## src/rtl/host_byte_deframer.sv

```systemverilog
// host_byte_deframer: parses framed host bytes into command, conf and 64-bit
// data words for the serial command core. One assembled data word can be
// parked while the output register is still waiting on the core.
module host_byte_deframer #(
  parameter int CMD_WIDTH  = 16,
  parameter int CONF_WIDTH = 20
) (
  input  logic                  clk,
  input  logic                  rst,
  input  logic [7:0]            byte_in,
  input  logic                  byte_isReady,
  output logic                  byte_canReceive,
  output logic [CMD_WIDTH-1:0]  cmd,
  output logic                  cmd_hasAny,
  input  logic                  cmd_consume,
  output logic [63:0]           out,
  output logic                  out_isReady,
  input  logic                  out_canReceive,
  output logic [CONF_WIDTH-1:0] conf,
  output logic                  err
);

  localparam int CMD_BYTES  = (CMD_WIDTH + 7) / 8;
  localparam int CONF_BYTES = (CONF_WIDTH + 7) / 8;
  localparam int CMD_SR_W   = CMD_BYTES * 8;
  localparam int CONF_SR_W  = CONF_BYTES * 8;

  localparam logic [7:0] HDR_CMD   = 8'h01;
  localparam logic [7:0] HDR_CONF  = 8'h02;
  localparam logic [7:0] HDR_DATA  = 8'h03;
  localparam logic [7:0] CMD_LAST  = 8'(CMD_BYTES - 1);
  localparam logic [7:0] CONF_LAST = 8'(CONF_BYTES - 1);

  typedef enum logic [2:0] {
    S_IDLE,
    S_CMD,
    S_CONF,
    S_LEN,
    S_DATA
  } state_t;

  state_t                 state;
  logic [7:0]             fld_cnt;
  logic [7:0]             words_left;
  logic [2:0]             byte_idx;
  logic [CMD_SR_W-1:0]    cmd_sr;
  logic [CONF_SR_W-1:0]   conf_sr;
  logic [63:0]            asm_word;
  logic [63:0]            word_now;
  logic                   asm_full;
  logic                   byte_xfer;
  logic                   drain;
  logic                   out_free;
  logic                   cmd_last_byte;

  // Only the byte that would overwrite a pending command is held back;
  // earlier command bytes keep assembling in the shift register.
  assign cmd_last_byte   = (state == S_CMD) && (fld_cnt == CMD_LAST);
  assign byte_canReceive = rst && !asm_full && !(cmd_last_byte && cmd_hasAny);
  assign byte_xfer       = byte_isReady && byte_canReceive;
  assign drain           = out_isReady && out_canReceive;
  assign out_free        = !out_isReady || drain;

  // Assembly word with the current byte dropped into its big-endian slot
  always_comb begin
    word_now = asm_word;
    word_now[{~byte_idx, 3'b000} +: 8] = byte_in;
  end

  // Field shift registers and word assembly; contents are fully rewritten
  // by every frame, so they carry no reset
  always_ff @(posedge clk) begin
    if (byte_xfer) begin
      case (state)
        S_CMD:   cmd_sr   <= CMD_SR_W'({cmd_sr, byte_in});
        S_CONF:  conf_sr  <= CONF_SR_W'({conf_sr, byte_in});
        S_DATA:  asm_word <= word_now;
        default: ;
      endcase
    end
  end

  // Frame parser FSM plus registered command, conf and output-word state
  always_ff @(posedge clk or negedge rst) begin
    if (!rst) begin
      state       <= S_IDLE;
      fld_cnt     <= 8'd0;
      words_left  <= 8'd0;
      byte_idx    <= 3'd0;
      asm_full    <= 1'b0;
      out         <= 64'd0;
      out_isReady <= 1'b0;
      cmd         <= '0;
      cmd_hasAny  <= 1'b0;
      conf        <= '0;
      err         <= 1'b0;
    end else begin
      if (cmd_consume && cmd_hasAny)
        cmd_hasAny <= 1'b0;

      // A parked word moves as soon as the output register frees up; no byte
      // can complete a word in the same cycle because input is stalled.
      if (asm_full && out_free) begin
        out         <= asm_word;
        out_isReady <= 1'b1;
        asm_full    <= 1'b0;
      end else if (drain) begin
        out_isReady <= 1'b0;
      end

      if (byte_xfer) begin
        case (state)
          S_IDLE: begin
            fld_cnt <= 8'd0;
            case (byte_in)
              HDR_CMD:  state <= S_CMD;
              HDR_CONF: state <= S_CONF;
              HDR_DATA: state <= S_LEN;
              default:  err   <= 1'b1;
            endcase
          end
          S_CMD: begin
            if (cmd_last_byte) begin
              cmd        <= CMD_WIDTH'({cmd_sr, byte_in});
              cmd_hasAny <= 1'b1;
              state      <= S_IDLE;
            end else begin
              fld_cnt <= fld_cnt + 8'd1;
            end
          end
          S_CONF: begin
            if (fld_cnt == CONF_LAST) begin
              conf  <= CONF_WIDTH'({conf_sr, byte_in});
              state <= S_IDLE;
            end else begin
              fld_cnt <= fld_cnt + 8'd1;
            end
          end
          S_LEN: begin
            words_left <= byte_in;
            byte_idx   <= 3'd0;
            state      <= (byte_in == 8'd0) ? S_IDLE : S_DATA;
          end
          S_DATA: begin
            byte_idx <= byte_idx + 3'd1;
            if (byte_idx == 3'd7) begin
              // A refill during a drain overrides the drain's clear above,
              // so the core sees back-to-back words without a bubble.
              if (out_free) begin
                out         <= word_now;
                out_isReady <= 1'b1;
              end else begin
                asm_full <= 1'b1;
              end
              words_left <= words_left - 8'd1;
              if (words_left == 8'd1)
                state <= S_IDLE;
            end
          end
          default: state <= S_IDLE;
        endcase
      end
    end
  end

endmodule

```

## config.mk

```make
export PLATFORM = sky130hd
export DESIGN_NAME = host_byte_deframer
export DESIGN_NICKNAME = d
export VERILOG_FILES = /design/src/rtl/host_byte_deframer.sv
export SDC_FILE = /design/constraint.sdc
export NUM_CORES = 1
export LEC_CHECK = 0
export CAP_MARGIN = 20
export CORE_ASPECT_RATIO = 1.2
export CORE_MARGIN = 5
export CORE_UTILIZATION = 47
export CTS_CLUSTER_DIAMETER = 200
export CTS_CLUSTER_SIZE = 28
export DETAILED_ROUTE_END_ITERATION = 8
export PLACE_DENSITY_LB_ADDON = 0.15
export SLEW_MARGIN = 20
export SYNTH_ARGS = -nofsm -noshare
export SYNTH_HDL_FRONTEND = slang
export SYNTH_SLANG_ARGS = --single-unit
```

## constraint.sdc

```tcl
create_clock -name clk -period 4.2 [get_ports clk]
set_input_delay 0.63 -clock clk [delete_from_list [all_inputs] [get_ports clk]]
set_output_delay 0.63 -clock clk [all_outputs]
set_load 0.01 [all_outputs]
```

---- After elaboration in Yosys (flattened, before gate mapping) ----
Cells that the tools add are included.
storage, ports and cells
  bits in registers ....................... 210
  input port bits ......................... 13
  output and inout port bits .............. 104
  word-level logic and storage cells ...... 101
cells by class
  add/sub/neg operators ................... 4
  equal/unequal tests ..................... 18
  shifts and indexed selects .............. 2
  multiplexer cells ....................... 34
  bitwise gates (word level) .............. 2
  reduce and logical (&&, ||, !) cells .... 27
operators by type and width
  operator                number
  $mux 64                 5
  $bwmux 64               1
  $shift 8x8->64 const A  1
  $shiftx 8x8->64         1
  $eq 8x1->1 const B      3
  $eq 8x2->1 const B      3
  $mux 8                  3
  $pmux 8 s3              1
  $pmux 8 s2              1
  $mux 1                  15
  $mux 3                  5
  $pmux 3 s5              1
  $ne 2x2->1 const B      6
  $reduce_and 3->1        4
  $pmux 3 s3              1
  $add 8x1->8 const B     1
  $logic_and 1x1->1       8
  $logic_not 8->1         1
  $neg 6->8               1
  $reduce_and 2->1        4
  $sub 8x1->8 const B     1
  $eq 3x2->1 const B      2
  $eq 3x3->1 const B      2
  $pmux 3 s2              1
  other kinds (13)        15

---- Logic depth before layout (Yosys ltp) ----
Gate-level depths: netlist (run 1).
  depth in word-level cells ............... 8
  gate-level depth with buffers ........... 8
  mapped depth without buffers ............ 7

---- Worst setup path after synthesis (run 1) ----
OpenSTA, ideal clock, no wires.
  path type ............................... reg-to-reg
  start point ............................. reg state[2]
  end point ............................... reg byte_idx[0]
  setup time .............................. 0.275 ns
  data arrival time ....................... 3.912 ns
  data required time ...................... 3.925 ns
  setup slack ............................. 0.013 ns
  cell stages (with the launch flop) ...... 6
  path buffers ............................ 1
  period minus slack after synthesis ...... 4.187 ns
  path through ............................ dfrtp_1 > inv_1 > or3_1 > clkbuf_1 > nor2_1 > a211oi_1
on the way
  longest elaborated chain between the ends .. 7
  elaborated cells on any way between the ends .. 11
  classes of those cells .................. eq/ne (3); mux (1); reduce/logical (7)
RTL lines
  what                        RTL line  text
  start: declaration          42        state_t state;
  start signal: assignment    142       state <= (byte_in == 8'd0) ? S_IDLE : S_DATA;
  $eq 3x1->1                  58        assign cmd_last_byte = (state == S_CMD) && (fld_cnt == CMD_LAST);
  $logic_and 1x1->1           58
  $logic_and 1x1->1           59        assign byte_canReceive = rst && !asm_full && !(cmd_last_byte && cmd_hasAny);
  $logic_not 1->1             59
  $logic_and 1x1->1           59
  $logic_and 1x1->1           60        assign byte_xfer = byte_isReady && byte_canReceive;
  $reduce_and 2->1 (no line)  n/a
  end signal: assignment      145       byte_idx <= byte_idx + 3'd1;
  end: declaration            45        logic [2:0] byte_idx;
Parallel ways exist; a longest one is shown, timed or not.
A chain may end at the register's enable or synchronous reset.

---- Worst setup path after layout (run 1) ----
  start point ............................. reg fld_cnt[1]
  end point ............................... out byte_canReceive
on the way
  longest elaborated chain between the ends .. 5
RTL lines
  what                      RTL line  text
  start: declaration        43        logic [7:0] fld_cnt;
  start signal: assignment  128       fld_cnt <= fld_cnt + 8'd1;
  start signal: assignment  136       fld_cnt <= fld_cnt + 8'd1;
  $eq 8x1->1                58
  $logic_and 1x1->1         58
  $logic_and 1x1->1         59
  $logic_not 1->1           59
  $logic_and 1x1->1         59
  end: declaration          12        output logic byte_canReceive,
Every way passes these cells.

==> qor.csv, run 1 <==
stage,metric,value,unit
status,run status,"complete, no violations",
clock_tree,CTS tree,built,
global_routing,first-pass GRT wire length,36.9,mm
global_routing,met2 usage,0.352,
timing,Rel. slew slack,0.380,
global_routing,global route overflow,0,
global_routing,pin count of the biggest net entering global routing,66,
timing,final hold viol count,0,
timing,Period minus WS final,3210,ps
final_layout,Final Instance Count excl. Fillers,1160,
placement,RePlAce Congestion,0.882,
routing,DR WL/cell,19.9,microns
floorplan,Rows,56,
floorplan,die area,22600,sq um
timing,Final setup viols,0,
clock_tree,"Reg clk slew, reported paths",110,ps
global_routing,number of global-route vias before repair,6592,
logic_synthesis,yosys warns,0,
logic_synthesis,"Seq/Total Area, Yosys",0.615,
timing,Max Slew Vio Count,0,
power_and_ir_drop,maximum VDD drop,0.000306,V
critical_path,CP required,3570,ps
clock_tree,TritonCTS buffer count,11,
logic_synthesis,Synth area leaders,"dfrtp_1, edfxtp_1, nand2_1",
routing,Post-DRT Antenna Nets,0,
logic_synthesis,#FFs+latches synth,210,
clock_tree,hold buffers post-CTS,0,
global_routing,initial antenna violation count,0,
logic_synthesis,"Avg Cell Area, Syn",11.6,sq um
routing,final wirelength,23.1,mm
placement,Buffers on Ports,116,
min_path,HP Class,in -> async,
logic_synthesis,top cell type's share of synthesized area,0.341,
logic_synthesis,Post-synth EDFFs,84,
critical_path,"Max FO, Critical Path",6,
clock_tree,clock insertion delay at the later pin of the skew report,480,ps
final_layout,Antenna diodes,0,
critical_path,WS Path Type,reg -> out,
timing,WHS,14.5,ps
timing,setup_tns,0,ps
global_routing,GRT Util Overall,0.208,
flow_run,Max-Cap Viols,0,
placement,DP HPWL,15.9,mm
floorplan,core area,19500,sq um
routing,Via density,5.67,
clock_tree,"Setup Fix Bufs, Post-CTS",0,
logic_synthesis,Post-Syn Nets,822,
routing,detailed-route via count,6572,
floorplan,Ports,117,
timing,Worst Skew,24.4,ps
routing,drt drc,0,
critical_path,Worst Setup End Kind,primary output,
clock_tree,CTS HTree Levels,1,
global_routing,most used routing layer,met2,
timing,Max Clk Rate,312,MHz
critical_path,crit path DAT,2580,ps
critical_path,critical path launch point type,flip-flop,
timing,crit share post-route,0.764,
logic_synthesis,"area leader, netlist",dfrtp_1,
floorplan,Die Y-Extent,164,microns
logic_synthesis,synthesized instance count,798,
clock_tree,CTS Sinks,210,
final_layout,Layout area overhead,18.4,%
placement,placed insts,1143,
final_layout,"Net count, final",919,
routing,iteration-0 DRC count of the detailed router,498,
global_routing,grt met1 use,0.278,
critical_path,R2R Setup Slk,1140,ps
logic_synthesis,async set-or-reset flop fraction in the synthesized netlist,0.600,
clock_tree,post_cts resized,0,
clock_tree,clock tree buffer depth,3,
power_and_ir_drop,Pwr Density,420,nW/um^2
power_and_ir_drop,Leak,0.00449,uW
logic_synthesis,ys flop type,dfrtp_1,
final_layout,layout cells sized above 1,0.105,
placement,Post-Place Setup Slack,623,ps
timing,Worst Tran Pin Value,927,ps
floorplan,Starting Density,0.474,
critical_path,FF-to-FF Start,byte_idx[0],
routing,DRT Pass-1 Iters,5,
global_routing,M3 GR Usage,0.0327,
clock_tree,CTS root buffer,clkbuf_16,
logic_synthesis,Cell variety after synth,55,
critical_path,FF-to-FF End,out[44],
logic_synthesis,mapped cell area,9230,sq um
floorplan,DIE WIDTH,138,microns
timing,unrepaired setup endpoints after global routing,false,
critical_path,reg2reg path depth,7,
timing,setup ws final,993,ps
==> layout by cell type (no fill, tap or decap), types with 24 or more instances in the layout <==
| master | instances |
|---|---|
| mux2_2 | 40 |
| dfrtp_1 | 126 |
| o21ai_0 | 61 |
| a211oi_1 | 25 |
| edfxtp_1 | 84 |
| nor2_1 | 65 |
| nor3_1 | 28 |
| a21oi_1 | 27 |
| nand2_1 | 123 |
| clkdlybuf4s50_1 | 115 |
| o221a_2 | 24 |
==> registers in the layout, summed over array words and instances (netlist names) <==
name	count
out	64
conf_sr	12
fld_cnt	8
cmd_hasAny	1
conf	20
out_isReady	1
state	3
words_left	8
asm_full	1
byte_idx	3
cmd_sr	8
cmd	16
err	1
asm_word	64
==> area by class of cell <==
class | instances | area [sq um]
clock buffers | 16 | 294
clock inverters | 1 | 16.3
fillers | 1696 | 8540
inverters | 10 | 37.5
multi-input cells | 538 | 3370
flip-flops and latches | 210 | 5680
well taps | 261 | 327
repair buffers | 124 | 1220
==> report_power, final <==
part           internal, uW  total (uW)  leakage, uW  switching [uW]
clock network           504        1160     0.000149             655
registers              2310        2430      0.00248             123
logic                   387        1010      0.00186             622
total                  3200        4600      0.00449            1400
==> kinds of logic after synthesis <==
group                      after synthesis  synth area share
DFF                                    210             0.615
muxes                                   66            0.0782
adders and majority gates               11            0.0149
and+or+nand+nor                        280             0.137
xor gates and xnor gates                 1          0.000949
buffers and inverters                   50            0.0218
AOI/OAI and AO/OA                      180             0.133
==> cells in the mapped netlist (2+ instances only) <==
cell type  number
nor2_1         67
a21oi_1        27
o21ai_0        61
nor4_1          3
o32ai_1         2
mux2i_1        17
nand4_1         5
nand2b_1        3
a211oi_1       25
nand2_1       123
ha_1           11
inv_1          10
a31oi_1         3
o21ai_1         7
o21a_1          2
o2bb2ai_1       4
and3_1          7
nor2b_1        13
mux2_2         40
o221a_2        24
or3_1           2
edfxtp_1       84
and3b_1         2
dfrtp_1       126
nor3_1         28
buf_2          11
mux2_1          9
nand3_1        17
buf_1           3
a22oi_1         3
o31ai_1        10
clkbuf_1       26
==> per-stage QoR <==
stage	total power, uW	instance area [sq um]	util
after floorplan	3050	9230	-
after global placement	3430	10600	0.545
after detailed placement	3480	10600	0.545
after CTS	4630	10900	0.561
after global routing	4830	10900	0.561
final	4600	10900	0.561
==> critical path, stage by stage (launching register included) <==
cell and delay (ps):
dfrtp_1 460, inv_1 80, ha_1 130, nor4b_2 410, nand4_1 260, and3b_1 270, clkdlybuf4s50_1 490
==> worst max path at each step <==
stage	start	endpoint	slack, ps	cells after the start
2_1_floorplan	state[2]	byte_idx[0]	10	5
3_3_place_gp	byte_isReady	conf[16]	780	5
3_5_place_dp	byte_isReady	conf[15]	620	5
4_1_cts	fld_cnt[1]	byte_canReceive	990	6
5_1_grt	byte_idx[0]	out[60]	800	7
6_report	fld_cnt[1]	byte_canReceive	990	6
==> routing by layer <==
metal	up-vias	wire (microns)
li1	3105	-
met3	32	1250
met2	192	11800
met1	3243	9610
met4	0	461
met5	-	0
Power figures use the tool's default switching activity.
==> run 2: changes to the inputs <==
clock period = 3 ns   (was 4.2 ns; I/O delays follow)
==> run 2 against run 1 <==
Against the previous run:
- design area up 2.8%
- sequential power up 40%
- setup slack worse by 810 ps
- critical path type unchanged
- highest routed layer unchanged
- sequential share of layout area down 1.4 points
- global-route usage down 0.14 points
- routed wire length up 1.0%
- total power up 41%
==> qor.csv, run 2 (synthesis gave the netlist of run 1 again) <==
stage,metric,value,unit,change
status,run status,"complete, no violations",,
placement,Buffers on Ports,116,,unchanged
critical_path,crit path DAT,2370,ps,-210 ps
routing,DRT Pass-1 Iters,5,,unchanged
final_layout,Layout area overhead,21.7,%,
power_and_ir_drop,Leak,0.00466,uW,+3.7%
timing,crit share post-route,0.940,,
global_routing,first-pass GRT wire length,37.0,mm,+0.17%
floorplan,Ports,117,,unchanged
critical_path,"Slowest-stage cell, CP",clkdlybuf4s50_1,,
flow_run,Max-Cap Viols,0,,unchanged
global_routing,number of global-route vias before repair,6846,,+3.9%
global_routing,initial antenna violation count,0,,unchanged
final_layout,Largest regs,"asm_word (64), out (64), conf (20)",,
placement,placed insts,1174,,+2.7%
clock_tree,CTS Sinks,210,,unchanged
timing,Max Slew Vio Count,0,,unchanged
floorplan,die area,22600,sq um,unchanged
global_routing,global route overflow,0,,unchanged
floorplan,core area,19500,sq um,unchanged
placement,"Cell Area, Placed",10900,sq um,+2.5%
final_layout,Final Instance Count excl. Fillers,1194,,+2.9%
critical_path,crit-path cells,ha_1 -> nor4b_4 -> nand4_1 -> and3b_1 -> clkdlybuf4s50_1,,
final_layout,Layout Utilization,0.577,,+0.0157
final_layout,final instance area,11200,sq um,+2.8%
critical_path,WP buf/inv,1,,-1
routing,final wirelength,23.3,mm,+1.0%
routing,Post-DRT Antenna Nets,0,,unchanged
critical_path,CP required,2550,ps,-1020 ps
timing,Final setup viols,0,,unchanged
power_and_ir_drop,maximum VDD drop,0.000391,V,+28%
final_layout,register area,5680,sq um,about the same
final_layout,multi-input logic area,3380,sq um,+0.26%
power_and_ir_drop,Pwr Density,578,nW/um^2,+37%
critical_path,WS Path Type,reg -> out,,
clock_tree,CTS HTree Levels,1,,unchanged
routing,DR WL/cell,19.5,microns,-1.9%
timing,final hold viol count,0,,unchanged
placement,RePlAce Congestion,0.836,,-5.2%
routing,Via density,5.69,,+0.35%
timing,Max Clk Rate,354,MHz,
floorplan,Rows,56,,unchanged
global_routing,pin count of the biggest net entering global routing,124,,+88%
placement,DP HPWL,16.2,mm,+1.7%
final_layout,layout cells sized above 1,0.137,,+0.0326
timing,Rel. slew slack,0.546,,+0.166
clock_tree,"Reg clk slew, reported paths",120,ps,about the same
timing,unrepaired setup endpoints after global routing,false,,
routing,iteration-0 DRC count of the detailed router,513,,+3.0%
routing,drt drc,0,,unchanged
critical_path,"Max FO, Critical Path",7,,+1
timing,setup_tns,0,ps,unchanged
clock_tree,CTS root buffer,clkbuf_16,,
floorplan,Starting Density,0.474,,unchanged
critical_path,"slowest stage delay, CP",490,ps,about the same
final_layout,fill count,1706,,+0.59%
floorplan,Die Y-Extent,164,microns,unchanged
clock_tree,TritonCTS buffer count,11,,unchanged
critical_path,critical path's top delay family,simple AND/OR/NAND/NOR gates,,
min_path,HP Class,in -> async,,
routing,detailed-route via count,6788,,+3.3%
timing,Worst Skew,22.7,ps,-1.70 ps
final_layout,most frequent cells in the layout,"dfrtp_1, nand2_1, clkdlybuf4s50_1",,
final_layout,"Net count, final",953,,+3.7%
clock_tree,clock insertion delay at the later pin of the skew report,470,ps,about the same
final_layout,"commonest non-fill, non-tap cell in the layout",dfrtp_1,,
critical_path,Worst Setup End Kind,primary output,,
timing,Worst Tran Pin Value,681,ps,-247 ps
final_layout,Antenna diodes,0,,unchanged
global_routing,GRT Util Overall,0.207,,-0.00144
timing,Period minus WS final,2820,ps,
clock_tree,clock tree buffer depth,3,,unchanged
clock_tree,CTS tree,built,,
floorplan,DIE WIDTH,138,microns,unchanged
critical_path,critical path launch point type,flip-flop,,
-- run 2: cell types whose count changed in the layout (fill, tap and decap cells not counted), sizes merged --
cell / delta
buf: +33
dlygate4sd3: +1
-- run 2: per-stage QoR --
step / hold slack [ps] / total power [uW] / setup slack (ps)
global route: 346 / 6810 / 10.8
CTS: 350 / 6520 / 24.6
detailed placement: 295 / 4930 / 416
finish: 348 / 6500 / 179
floorplan: 154 / 4270 / 637
global placement: 293 / 4860 / 483
-- run 2: layer usage --
layer / up-vias / share of wire / global-route usage / routed length, microns
met5: - / 0 / 0 / 0
met1: 3353 / 0.41 / 0.269 / 9630
met2: 209 / 0.51 / 0.360 / 11900
li1: 3184 / - / - / -
met4: 0 / 0.025 / 0.0580 / 579
met3: 42 / 0.054 / 0.0287 / 1250
-- run 2: path summary, 6_finish.rpt --
kind	slack, ps	startpoint	cells after the start	end
hold reg to reg	450	conf_sr[2]	0	conf_sr[10]
setup / recovery	180	fld_cnt[0]	5	byte_canReceive
min in group clk	450	conf_sr[2]	0	conf_sr[10]
setup reg to reg	380	byte_idx[0]	7	out[50]
hold / removal	350	rst	2	state[2]
max in group asynchronous	1730	rst	3	state[0]
-- run 2: worst register-to-register path: stages (launching register included) --
cell and delay (ps):
dfrtp_1 510, ha_1 280, ha_1 360, a31oi_1 420, nand2_1 200, nor2_1 480, nand2_1 110, o221a_2 150
-- run 2: power by group --
group / internal [uW] / switching, uW / leakage [uW]
Clock: 706 / 908 / 0.000149
Combinational: 597 / 886 / 0.00203
Sequential: 3230 / 170 / 0.00248
Total: 4530 / 1960 / 0.00466
-- run 2: layout make-up --
type,count,share of cell area
clock buffer,16,0.0262
clock inverter,1,0.00145
inverter,10,0.00334
multi-input combinational,538,0.300
sequential,210,0.505
tap,261,0.0291
timing repair buffer,158,0.135
-- run 2: what timing repair did --
action | 4_1_cts | 5_1_grt
gates resized for setup | 0 | 2
hold buffers | 1 | 0
endpoints found under the setup margin | 0 | 1
setup buffers | 0 | 2
endpoints found under the hold margin | 3 | 0
